File: config.mk
export PLATFORM = sky130hd
export DESIGN_NAME = serial_subtractor
export DESIGN_NICKNAME = d
export VERILOG_FILES = /design/src/rtl/serial_subtractor_pkg.sv /design/src/rtl/serial_subtractor_fullsubtractor.sv /design/src/rtl/serial_subtractor.sv
export SDC_FILE = /design/constraint.sdc
export NUM_CORES = 1
export LEC_CHECK = 0
export ABC_AREA = 1
export ABC_CLOCK_PERIOD_IN_PS = 1400
export BUFFER_PORTS_ARGS = -buffer_cell sky130_fd_sc_hd__buf_2
export CORE_UTILIZATION = 55
export DETAILED_ROUTE_END_ITERATION = 8
export HOLD_SLACK_MARGIN = 0.06
export PLACE_DENSITY = 0.78
export SLEW_MARGIN = 20
export SYNTH_ARGS = -nofsm -noshare
export SYNTH_HDL_FRONTEND = slang
export SYNTH_SLANG_ARGS = --single-unit
File: constraint.sdc
create_clock -name clk -period 1.4 [get_ports clk]
set_input_delay 0 -clock clk [delete_from_list [all_inputs] [get_ports clk]]
set_output_delay 0 -clock clk [all_outputs]
set_load 0.02 [all_outputs]
File: src/rtl/serial_subtractor_pkg.sv
// Shared constants for the bit-serial subtractor.
// Holds the FSM state encoding and the default operand width.
package serial_subtractor_pkg;

  localparam int WIDTH_DEFAULT = 8;

  typedef enum logic [1:0] {
    IDLE = 2'd0,
    RUN  = 2'd1,
    DONE = 2'd2
  } state_e;

endpackage

File: src/rtl/serial_subtractor_fullsubtractor.sv
// One-bit full subtractor: d = a - b - bin, bout is the borrow-out.
// Ports: a, b, bin in; d, bout out. Purely combinational.
module fullsubtractor (
  input  logic a,
  input  logic b,
  input  logic bin,
  output logic d,
  output logic bout
);

  assign d    = a ^ b ^ bin;
  assign bout = (~a & b) | (~(a ^ b) & bin);

endmodule

File: src/rtl/serial_subtractor.sv
// Bit-serial unsigned subtractor, LSB first, one bit per clock.
// Ports: clk, rst_n, in_valid/in_ready + a/b in, out_valid/out_ready + diff/borrow out.
module serial_subtractor
  import serial_subtractor_pkg::*;
#(
  parameter int WIDTH = WIDTH_DEFAULT
) (
  input  logic             clk,
  input  logic             rst_n,
  input  logic             in_valid,
  output logic             in_ready,
  input  logic [WIDTH-1:0] a,
  input  logic [WIDTH-1:0] b,
  output logic             out_valid,
  input  logic             out_ready,
  output logic [WIDTH-1:0] diff,
  output logic             borrow
);

  localparam int CW = $clog2(WIDTH);
  localparam logic [CW-1:0] LAST = CW'(WIDTH - 1);

  state_e           state_q;
  logic [WIDTH-1:0] a_q;
  logic [WIDTH-1:0] b_q;
  logic [WIDTH-1:0] res_q;
  logic [WIDTH-1:0] res_d;
  logic [WIDTH-1:0] diff_q;
  logic [CW-1:0]    cnt_q;
  logic             bin_q;
  logic             borrow_q;
  logic             in_ready_q;
  logic             out_valid_q;
  logic             d;
  logic             bout;
  logic             accept;

  fullsubtractor u_fs (
    .a    (a_q[0]),
    .b    (b_q[0]),
    .bin  (bin_q),
    .d    (d),
    .bout (bout)
  );

  assign accept = in_valid & in_ready_q;
  // New bit enters at the MSB so the LSB lands at bit 0 after WIDTH shifts.
  assign res_d  = {d, res_q[WIDTH-1:1]};

  // diff_q/borrow_q are only loaded on completion so the visible
  // result never shows the partially shifted value during RUN.
  always_ff @(posedge clk or negedge rst_n) begin
    if (!rst_n) begin
      state_q     <= IDLE;
      a_q         <= '0;
      b_q         <= '0;
      res_q       <= '0;
      diff_q      <= '0;
      cnt_q       <= '0;
      bin_q       <= 1'b0;
      borrow_q    <= 1'b0;
      in_ready_q  <= 1'b0;
      out_valid_q <= 1'b0;
    end else begin
      unique case (state_q)
        IDLE: begin
          if (accept) begin
            a_q        <= a;
            b_q        <= b;
            bin_q      <= 1'b0;
            cnt_q      <= '0;
            in_ready_q <= 1'b0;
            state_q    <= RUN;
          end else begin
            in_ready_q <= 1'b1;
          end
        end
        RUN: begin
          a_q   <= a_q >> 1;
          b_q   <= b_q >> 1;
          res_q <= res_d;
          bin_q <= bout;
          if (cnt_q == LAST) begin
            cnt_q       <= '0;
            diff_q      <= res_d;
            borrow_q    <= bout;
            out_valid_q <= 1'b1;
            state_q     <= DONE;
          end else begin
            cnt_q <= cnt_q + 1'b1;
          end
        end
        DONE: begin
          if (out_ready) begin
            out_valid_q <= 1'b0;
            in_ready_q  <= 1'b1;
            state_q     <= IDLE;
          end
        end
        default: begin
          state_q <= IDLE;
        end
      endcase
    end
  end

  assign in_ready  = in_ready_q;
  assign out_valid = out_valid_q;
  assign diff      = diff_q;
  assign borrow    = borrow_q;

endmodule

==> summary.txt <==
Status
  • Run status: completed

Finish
  • Fill count: 279
  • Area of the multi-input gates: 778 um2
  • Layout area overhead: 21.6%
  • Utilization after layout: 0.701
  • Sequential cell area: 0.00100 mm2
  • Layout cell share with drive strength beyond 1: 0.215
  • Final nets: 293
  • Antenna Diode Count: 0

Synthesis
  • Synth Register Bits: 40
  • Synthesized area per cell: 8.81 um2
  • Yosys warnings: 0
  • Sequential area share after synthesis: 0.516
  • Mapped Area: 0.00194 mm2
  • Post-Syn Instances: 220
  • Unique masters post-synth: 20
  • Mapped Nets: 244

Drt
  • Drt pass-1 iters: 4
  • Vias per std cell: 4.94
  • Starting DRC count in detailed routing: 74
  • Vias: 1562
  • Wire length per cell: 11.4 um
  • DRC Markers: 0
  • Final WL: 3.61 mm
  • Post-DRT Antenna Nets: 0

Critical path
  • CP max stage delay: 0.41 ns
  • Bufs and invs on worst path: 0
  • CP Max Fanout: 18
  • Required @ worst endpoint: 1.68 ns
  • CP max stage cell: dfrtp_1
  • Crit-path cells: ha_1, ha_1, nand2_4, nand2_1, o21ai_2
  • CP Class: flop to flop
  • Critical Path Source Type: flop
  • Cell family with most CP delay: adder cells
  • R2R cell count: 5
  • Worst Path Arrival: 1.59 ns
  • CP Depth: 5
  • Most common cell on crit path: ha_1
  • Crit. End Element: flop

Clock network
  • CTS tree: built
  • Clock latency on the worst-skew pair: 0.35 ns
  • TritonCTS Buffers: 5
  • CTS clk-pin slew, worst paths: 0.12 ns
  • CTS sink count: 40
  • CTS HTree Levels: 2
  • Post-CTS Resized: 0
  • Root Driver: clkbuf_4
  • CTS Buffer Depth: 2

Power
  • Internal cell power: 2.68 mW
  • Seq pwr share: 0.413
  • Comb pwr share: 0.459
  • Clock network power share: 0.127
  • Peak VDD IR: 1.32 mV
  • Sw Pwr: 2.05 mW
  • Switch share: 0.434
  • Leakage power total: 1.26 nW
  • PnR Total Power: 4.73 mW
  • Power density cells: 2010 mW/mm2

Floorplanning
  • Die area: 0.00377 mm2
  • Row count: 21
  • Placeable Area: 0.00336 mm2
  • Initial Util: 0.576
  • # IOs: 31
  • Die W: 61.4 um
  • Die H: 61.4 um

Place
  • DP HPWL: 2.25 mm
  • Placer congestion estimate: 0.758
  • Port Buffer Count: 30

Global route
  • GRT Overall Usage: 0.218
  • Grt ovf: 0
  • Initial antenna violation count: 0
  • First-pass GRT wire length: 5.95 mm
  • Largest net degree at the start of global routing: 54
  • Vias in the first global route: 1391

STA
  • Setup total negative slack: 0 ns
  • Fin. Hold Viols: 0
  • Fmax: 761 MHz
  • Final Max Tran Viols: 0
  • Final setup viols: 0
  • Worst Skew: 0.0128 ns
  • Worst hold margin: 0.130 ns
  • Period utilisation layout: 0.939
  • Worst slew pin tran: 0.305 ns
  • Rel. slew slack: 0.796
  • Crit path time final: 1.31 ns
  • Unrepaired setup endpoints after global routing: no

Flow run
  • Max-cap violations: 0

Worst hold path
  • Worst Hold Class: input port to asynchronous set/reset pin
==> per-layer routing <==
layer	GRT usage	vias to the layer above	wire (um)
met1	0.313	719	1740
li1	-	801	-
met5	0	-	0
met4	0.0794	0	59
met3	0.0441	7	121
met2	0.334	35	1680
==> layout by cell type, fill, tap and decap left out, types with 2 or more instances in the layout <==
master         instances
nand2_1               85
dfrtp_1               40
nand3_1               38
buf_2                 30
dlygate4sd3_1         19
inv_1                 12
o21ai_0               11
o21ai_2                8
clkbuf_4               5
ha_1                   3
buf_4                  3
nand2_4                2
clkinv_2               2
buf_12                 2
==> flip-flops by register name (all words and copies together), names as in the netlist <==
signal	flops
a_q	8
b_q	8
bin_q	1
borrow	1
cnt_q	3
diff	8
in_ready	1
out_valid	1
res_q	7
state_q	2
==> layout make-up <==
cell class                 count  share of cell area
inverter                      14              0.0234
timing repair buffer          54               0.171
clock inverter                 2             0.00425
clock buffer                   6              0.0218
tap                           46              0.0244
sequential                    40               0.425
multi-input combinational    154               0.330
==> worst reg2reg max path: stages (launching register included) <==
cell     delay, ns
dfrtp_1       0.41
ha_1          0.24
ha_1          0.23
nand2_4       0.21
nand2_1       0.11
o21ai_2       0.06
==> what timing repair did <==
| item | in CTS | in global routing |
|---|---|---|
| endpoints found under the setup margin | 0 | 2 |
| endpoints found under the hold margin | 60 | 0 |
| setup buffers | 0 | 0 |
| hold buffers | 19 | 0 |
==> Yosys cell counts, drive strengths merged <==
library cell | number | area [um2]
buf | 12 | 104
nand2 | 88 | 362
a21oi | 1 | 5.00
dfrtp | 40 | 1000
ha | 3 | 37.5
nor2 | 2 | 15.0
nand3 | 39 | 208
fa | 1 | 20.0
o21ai | 19 | 125
o22ai | 1 | 6.26
inv | 14 | 55.1
==> per-stage QoR <==
step | std cells | worst slack (ns) | area [um2]
3_3_place_gp | 289 | 0.163 | 2100
5_1_grt | 316 | 0.00223 | 2360
3_5_place_dp | 289 | 0.118 | 2100
6_report | 316 | 0.0854 | 2360
4_1_cts | 316 | 0.0833 | 2360
2_1_floorplan | 220 | 0.168 | 1940
==> power by group through the flow <==
stage                     combinational (mW)  clock [mW]  sequential [mW]
final                                   2.17       0.603             1.96
after global routing                    2.52       0.663             2.02
after CTS                               2.20       0.616             1.96
after detailed placement                2.16           0             1.98
after global placement                  2.09           0             1.97
after floorplan                         1.68           0             2.08
==> path summary, 6_finish.rpt <==
check	startpoint	to	slack (ns)
worst max-delay path	cnt_q[0]$_DFFE_PN0P_	diff[7]$_DFFE_PN0P_	0.09
worst min register to register	diff[5]$_DFFE_PN0P_	diff[5]$_DFFE_PN0P_	0.49
worst min-delay path	rst_n	a_q[4]$_DFFE_PN0P_	0.13
worst max register to register	cnt_q[0]$_DFFE_PN0P_	diff[7]$_DFFE_PN0P_	0.09
min in group clk	b[7]	b_q[7]$_DFFE_PN0P_	0.41
max in group asynchronous	rst_n	diff[3]$_DFFE_PN0P_	1.07
==> logic make-up after synthesis <==
kind of cell               Yosys count  synth area share
AOI/OAI and AO/OA                   21            0.0704
adders and majority gates            4            0.0297
buffers and inverters               26            0.0820
DFF                                 40             0.516
and+or+nand+nor                    129             0.301
(Power assumes the default switching activity.)
